===== src/rtl/dino_pkg.sv =====
// Shared types and glyph geometry for the score display path.
// Glyphs are 4x4 cell bitmaps; scores are 14-bit binary, up to four BCD digits.
package dino_pkg;

    localparam int unsigned GLYPH_W    = 4;
    localparam int unsigned GLYPH_H    = 4;
    localparam int unsigned SCORE_BITS = 14;
    localparam int unsigned BCD_DIGITS = 4;
    localparam int unsigned BCD_BITS   = BCD_DIGITS * 4;

    typedef enum logic [1:0] {
        IDLE,
        CONVERT,
        COMMIT
    } conv_state_e;

    // Largest value representable in the given number of decimal digits.
    function automatic int unsigned max_score(input int unsigned digits);
        int unsigned v;
        v = 1;
        for (int unsigned i = 0; i < digits; i++) begin
            v = v * 10;
        end
        return v - 1;
    endfunction

endpackage


===== src/rtl/bin2bcd_seq.sv =====
// Sequential binary-to-BCD converter: one shift-add-3 step per clock.
// start loads a new value (and cancels any conversion in flight); done pulses once at the end.
module bin2bcd_seq
    import dino_pkg::*;
(
    input  logic                  clk,
    input  logic                  reset,
    input  logic                  start,
    input  logic [SCORE_BITS-1:0] value,
    output logic                  busy,
    output logic                  done,
    output logic [BCD_BITS-1:0]   bcd
);

    localparam logic [3:0] LAST_ITER = 4'(SCORE_BITS - 1);

    logic [SCORE_BITS-1:0] bin_q, bin_d;
    logic [BCD_BITS-1:0]   bcd_q, bcd_d;
    logic [BCD_BITS-1:0]   adj;
    logic [3:0]            cnt_q, cnt_d;
    logic                  run_q, run_d;
    logic                  done_q, done_d;

    always_comb begin
        adj = bcd_q;
        for (int i = 0; i < int'(BCD_DIGITS); i++) begin
            if (bcd_q[4*i +: 4] >= 4'd5) begin
                adj[4*i +: 4] = bcd_q[4*i +: 4] + 4'd3;
            end
        end
    end

    always_comb begin
        bin_d  = bin_q;
        bcd_d  = bcd_q;
        cnt_d  = cnt_q;
        run_d  = run_q;
        done_d = 1'b0;
        if (start) begin
            bin_d = value;
            bcd_d = '0;
            cnt_d = '0;
            run_d = 1'b1;
        end else if (run_q) begin
            {bcd_d, bin_d} = {adj, bin_q} << 1;
            cnt_d          = cnt_q + 4'd1;
            if (cnt_q == LAST_ITER) begin
                run_d  = 1'b0;
                done_d = 1'b1;
            end
        end
    end

    always_ff @(posedge clk or posedge reset) begin
        if (reset) begin
            bin_q  <= '0;
            bcd_q  <= '0;
            cnt_q  <= '0;
            run_q  <= 1'b0;
            done_q <= 1'b0;
        end else begin
            bin_q  <= bin_d;
            bcd_q  <= bcd_d;
            cnt_q  <= cnt_d;
            run_q  <= run_d;
            done_q <= done_d;
        end
    end

    assign busy = run_q;
    assign done = done_q;
    assign bcd  = bcd_q;

endmodule


===== src/rtl/score_render_ctrl.sv =====
// Score overlay: converts a loaded binary score to BCD and renders it as scaled 4x4 glyphs
// into the VGA raster through an external font ROM, with a 3-cycle pixel pipeline.
module score_render_ctrl
    import dino_pkg::*;
#(
    parameter int unsigned NUM_DIGITS = 4,
    parameter int unsigned X0         = 560,
    parameter int unsigned Y0         = 16,
    parameter int unsigned SCALE_LOG2 = 2,
    parameter bit          BLANK_LZ   = 1'b1
) (
    input  logic        clk,
    input  logic        reset,
    input  logic [13:0] score_in,
    input  logic        score_load,
    input  logic [10:0] hcount,
    input  logic [9:0]  vcount,
    output logic [3:0]  rom_addr,
    input  logic [15:0] rom_data,
    output logic        pixel_on,
    output logic        busy
);

    localparam int unsigned DIGIT_PIX = GLYPH_W << SCALE_LOG2;
    localparam int unsigned FIELD_H   = GLYPH_H << SCALE_LOG2;
    localparam int unsigned DIG_SHIFT = $clog2(GLYPH_W) + SCALE_LOG2;
    localparam logic [10:0] X_LO      = 11'(X0);
    localparam logic [10:0] X_HI      = 11'(X0 + NUM_DIGITS * DIGIT_PIX);
    localparam logic [9:0]  Y_LO      = 10'(Y0);
    localparam logic [9:0]  Y_HI      = 10'(Y0 + FIELD_H);
    localparam logic [1:0]  MSD_NIB   = 2'(NUM_DIGITS - 1);
    localparam logic [SCORE_BITS-1:0] SCORE_MAX = SCORE_BITS'(max_score(NUM_DIGITS));

    // ---------------- conversion control ----------------
    conv_state_e           state_q, state_d;
    logic                  armed_q;
    logic                  load_ok;
    logic                  conv_start;
    logic                  commit;
    logic                  conv_busy;
    logic                  conv_done;
    logic [BCD_BITS-1:0]   conv_bcd;
    logic [BCD_BITS-1:0]   disp_q;
    logic [SCORE_BITS-1:0] load_value;

    // armed_q masks score_load on the first edge after reset release.
    assign load_ok    = score_load & armed_q;
    assign load_value = (score_in > SCORE_MAX) ? SCORE_MAX : score_in;

    bin2bcd_seq u_bin2bcd (
        .clk   (clk),
        .reset (reset),
        .start (conv_start),
        .value (load_value),
        .busy  (conv_busy),
        .done  (conv_done),
        .bcd   (conv_bcd)
    );

    always_comb begin
        state_d    = state_q;
        conv_start = 1'b0;
        commit     = 1'b0;
        unique case (state_q)
            IDLE: begin
                if (load_ok) begin
                    conv_start = 1'b1;
                    state_d    = CONVERT;
                end
            end
            CONVERT: begin
                if (load_ok) begin
                    conv_start = 1'b1;
                end else if (conv_done && !conv_busy) begin
                    state_d = COMMIT;
                end
            end
            COMMIT: begin
                if (load_ok) begin
                    conv_start = 1'b1;
                    state_d    = CONVERT;
                end else begin
                    commit  = 1'b1;
                    state_d = IDLE;
                end
            end
            default: state_d = IDLE;
        endcase
    end

    always_ff @(posedge clk or posedge reset) begin
        if (reset) begin
            state_q <= IDLE;
            armed_q <= 1'b0;
            disp_q  <= '0;
        end else begin
            state_q <= state_d;
            armed_q <= 1'b1;
            if (commit) begin
                disp_q <= conv_bcd;
            end
        end
    end

    assign busy = (state_q != IDLE);

    // ---------------- render pipeline ----------------
    logic [10:0] rel_x;
    logic [9:0]  rel_y;
    logic        in_field;
    logic [1:0]  dig_idx;
    logic [1:0]  cell_col;
    logic [1:0]  cell_row;
    logic [1:0]  nib_sel;
    logic [3:0]  glyph_sel;
    logic [3:0]  lz;
    logic        seen_nz;
    logic [1:0]  s1_nib;
    logic        blank_s1;
    logic        glyph_bit;

    logic        s1_valid;
    logic [1:0]  s1_dig;
    logic [1:0]  s1_col;
    logic [1:0]  s1_row;
    logic        s2_valid;
    logic [1:0]  s2_col;
    logic [1:0]  s2_row;
    logic        s2_blank;

    always_comb begin
        rel_x     = hcount - X_LO;
        rel_y     = vcount - Y_LO;
        in_field  = (hcount >= X_LO) && (hcount < X_HI) && (vcount >= Y_LO) && (vcount < Y_HI);
        dig_idx   = 2'(rel_x >> DIG_SHIFT);
        cell_col  = 2'(rel_x >> SCALE_LOG2);
        cell_row  = 2'(rel_y >> SCALE_LOG2);
        // Digit 0 is leftmost, i.e. the most significant displayed nibble.
        nib_sel   = MSD_NIB - dig_idx;
        glyph_sel = disp_q[{nib_sel, 2'b00} +: 4];
    end

    // lz[p] marks nibble p as a leading zero; the ones nibble is never marked.
    always_comb begin
        lz      = '0;
        seen_nz = 1'b0;
        for (int p = 3; p >= 1; p--) begin
            if (p < int'(NUM_DIGITS)) begin
                if (disp_q[4*p +: 4] != 4'd0) begin
                    seen_nz = 1'b1;
                end
                lz[p] = ~seen_nz;
            end
        end
    end

    always_comb begin
        s1_nib    = MSD_NIB - s1_dig;
        blank_s1  = BLANK_LZ && lz[s1_nib];
        glyph_bit = rom_data[4'd15 - {s2_row, s2_col}];
    end

    always_ff @(posedge clk or posedge reset) begin
        if (reset) begin
            s1_valid <= 1'b0;
            s1_dig   <= '0;
            s1_col   <= '0;
            s1_row   <= '0;
            rom_addr <= '0;
            s2_valid <= 1'b0;
            s2_col   <= '0;
            s2_row   <= '0;
            s2_blank <= 1'b0;
            pixel_on <= 1'b0;
        end else begin
            s1_valid <= in_field;
            s1_dig   <= dig_idx;
            s1_col   <= cell_col;
            s1_row   <= cell_row;
            if (in_field) begin
                rom_addr <= glyph_sel;
            end
            s2_valid <= s1_valid;
            s2_col   <= s1_col;
            s2_row   <= s1_row;
            s2_blank <= blank_s1;
            pixel_on <= s2_valid & glyph_bit & ~s2_blank;
        end
    end

endmodule

===== config.mk =====
export PLATFORM = sky130hd
export DESIGN_NAME = score_render_ctrl
export DESIGN_NICKNAME = d
export VERILOG_FILES = /design/src/rtl/dino_pkg.sv /design/src/rtl/bin2bcd_seq.sv /design/src/rtl/score_render_ctrl.sv
export SDC_FILE = /design/constraint.sdc
export NUM_CORES = 1
export LEC_CHECK = 0
export ABC_AREA = 1
export CORE_UTILIZATION = 48
export DETAILED_ROUTE_END_ITERATION = 6
export HOLD_SLACK_MARGIN = 0.03
export PLACE_DENSITY_LB_ADDON = 0.05
export SETUP_SLACK_MARGIN = 0.4
export SYNTH_ARGS = -nofsm -noshare
export SYNTH_HDL_FRONTEND = slang
export SYNTH_SLANG_ARGS = --single-unit

===== constraint.sdc =====
create_clock -name clk -period 2.35 [get_ports clk]
set_input_delay 0.3525 -clock clk [delete_from_list [all_inputs] [get_ports clk]]
set_output_delay 0.3525 -clock clk [all_outputs]
set_load 0.005 [all_outputs]

==> impl_metrics.toml <==
[floorplan]
initial_utilization = 0.495
rows = 31
pin_count = 60
die-height_um = 88.2
dieArea_um2 = 7780
core_area_um2 = 7210
dieWidth_um = 88.2

[detailed_routing]
vias_per_cell = 4.94
vias = 2922
drt-total-wl_mm = 7.07
antenna_left = 0
route.detailed.drc = 0
dr.pass1.iters = 4
drt_iter0_markers = 141
wl_per_cell_um = 11.9

[yosys]
synthTopCellsByArea = "dfrtp_1 51%, nand2_1 8.4%, o21ai_0 8.3%"
syn_area_um2 = 3570
synth_commonest_cells = "80 x nand2_1, 73 x dfrtp_1, 63 x inv_1"
synth-warning-count = 0
ys_types = 30
synth.most_common_cell = "nand2_1"
syn_avg_cell_area_um2 = 8.36
synth_edf_count = 0
synth_seq_cells = 73
post-synth-top-area-fraction = 0.512
syn_inst = 427
seq_area_frac_synth = 0.512
synth_top_cell_by_area = "dfrtp_1"
async_flop_share = 1.00
synthesis.nets = 492
synthFlopType = "dfrtp_1"

[final_layout]
stdcell_count = 592
final_layout_size_suffix_gt1_frac = 0.0669
nets = 553
fin_util = 0.619
num_antenna_cells = 0
syn_to_final_growth_pct = 25.2

[setup_path]
crit_chain = "inv_2, nand2_1, clkdlybuf4s50_1"
rrSetupSlack_ps = 640
crit_path_end_kind = "primary output"
cp_slowest_cell = "clkdlybuf4s50_1"
r2r-end = "u_bin2bcd.bcd[5]"
startpoint = "state_q[1]"
crit_required_ps = 2000
worstReg2RegStart = "state_q[1]"
path_class = "flip-flop to primary output"
crit_fanout = 4
start_kind = "flip-flop"
critical_path_arrival_ps = 1400
worstSetupEndpoint = "busy"
max_stage_delay_ps = 490
reg2reg_depth = 5

[timing]
setup_viol = 0
rsz0062_at_grt = "no"
tightest_slew_ps = 589
slew_headroom = 0.606
maxClockFrequency_mhz = 571
min_period_over_period = 0.745
hold_viol = 0
final.min_clock_period_ps = 1750
layout_setup_ws_ps = 600
slew_violations = 0
skew_ps = 14.7
setup_tns_ps = 0

[clocking]
cts_max_path_buffers = 2
hold_buffers = 0
cts_resized = 0
clk_pin_slew_ps = 80
cts_setup_buffers = 0
cts_root_buf = "clkbuf_8"
clk_latency_ps = 340
cts_tree = "done"
cts_made_buffers = 9
htreeDepth = 3
numClockSinks = 73

[global_routing]
grt_max_degree = 74
grt_usage = 0.195
grt_pass1_wl_mm = 11.7
grt_pass1_vias = 2694
grt_antenna_before_repair = 0
gr-total-overflow = 0

[power_and_ir_drop]
cell_internal_pwr_w = 0.00256
power_w = 0.00382
pwr-share-clk = 0.278
p_leak_nw = 2.10
combPwrFrac = 0.286
max-vdd-ir-drop_v = 0.000558
powerDensity_nw_per_um2 = 854
pwr-share-seq = 0.435
swShare = 0.329
p_switching_w = 0.00126

[flow_run]
maxCapViolations = 0

[placement]
io_buffer_count = 57
place_ws_ps = 382
dpl.hpwl_mm = 4.99
dp.cells = 576
place_congestion = 0.809

[min_path]
hold_path.class = "flip-flop to flip-flop"
hp-start = "s1_row[0]"

[status]
status = "finished clean"
[layer usage]
| metal | routed length, um | track usage |
|---|---|---|
| met1 | 3440 | 0.257 |
| met2 | 3160 | 0.315 |
| met3 | 372 | 0.0485 |
| met4 | 101 | 0.0733 |
| met5 | 0 | 0 |
[kinds of logic after synthesis]
logic type / synth area share
buf+inv: 0.0901
compound gates: 0.170
flops: 0.512
simple gates: 0.181
fa+ha+maj: 0.0386
xor+xnor: 0.00736
other cells: 0.00105
[power groups by stage]
stage	clock network (W)	logic [W]	registers, W
floorplan	0	0.000804	0.00165
global placement	0	0.00106	0.00168
detailed placement	0	0.00110	0.00169
CTS	0.00109	0.00110	0.00166
global route	0.00114	0.00127	0.00170
finish	0.00106	0.00109	0.00166
[through the flow]
| step | hold slack, ps | cell area [um2] |
|---|---|---|
| 2_1_floorplan | 331 | 3570 |
| 3_3_place_gp | 334 | 4250 |
| 3_5_place_dp | 335 | 4250 |
| 4_1_cts | 351 | 4470 |
| 5_1_grt | 358 | 4470 |
| 6_report | 350 | 4470 |
[final cells by class]
type	instances	area, um2
multi-input combinational	277	1420
clock buffer	9	124
fill	673	2750
sequential	73	1830
timing repair buffer	62	633
inverter	65	248
tap	99	124
clock inverter	7	92.6
[flip-flops by register name, summed over array words and instances, names as in the netlist, 2 cells and up]
| register | flops |
|---|---|
| s2_col | 2 |
| s1_row | 2 |
| u_bin2bcd.cnt_q | 4 |
| s2_row | 2 |
| s1_dig | 2 |
| u_bin2bcd.bcd | 16 |
| rom_addr | 4 |
| s1_col | 2 |
| state_q | 2 |
| disp_q | 16 |
| u_bin2bcd.bin_q | 14 |
[cell usage in the layout, fill, tap and decap left out, types with 4 or more instances in the layout]
master / n
ha_1: 11
clkbuf_8: 9
clkdlybuf4s50_1: 57
o22ai_1: 4
a21oi_1: 22
o21ai_0: 59
nand2_1: 80
o211ai_1: 5
o21ai_1: 14
dfrtp_1: 73
nor2_1: 26
nand4_1: 5
inv_1: 62
nand3_1: 31
[worst max-delay path, delay by kind of cell (launching register included)]
| kind | cells | cell delay (ps) |
|---|---|---|
| AND/OR/NAND/NOR | 1 | 60 |
| flip-flops | 1 | 430 |
| buffers and inverters | 2 | 570 |
[worst min path at each step]
stage / slack (ps) / cells past startpoint / to
finish: 350 / 0 / s2_row[0]
CTS: 350 / 0 / s2_row[1]
floorplan: 330 / 0 / s2_col[0]
detailed placement: 330 / 0 / s2_col[0]
global placement: 330 / 0 / s2_col[1]
global route: 360 / 0 / s2_row[1]
(Power assumes the default switching activity.)
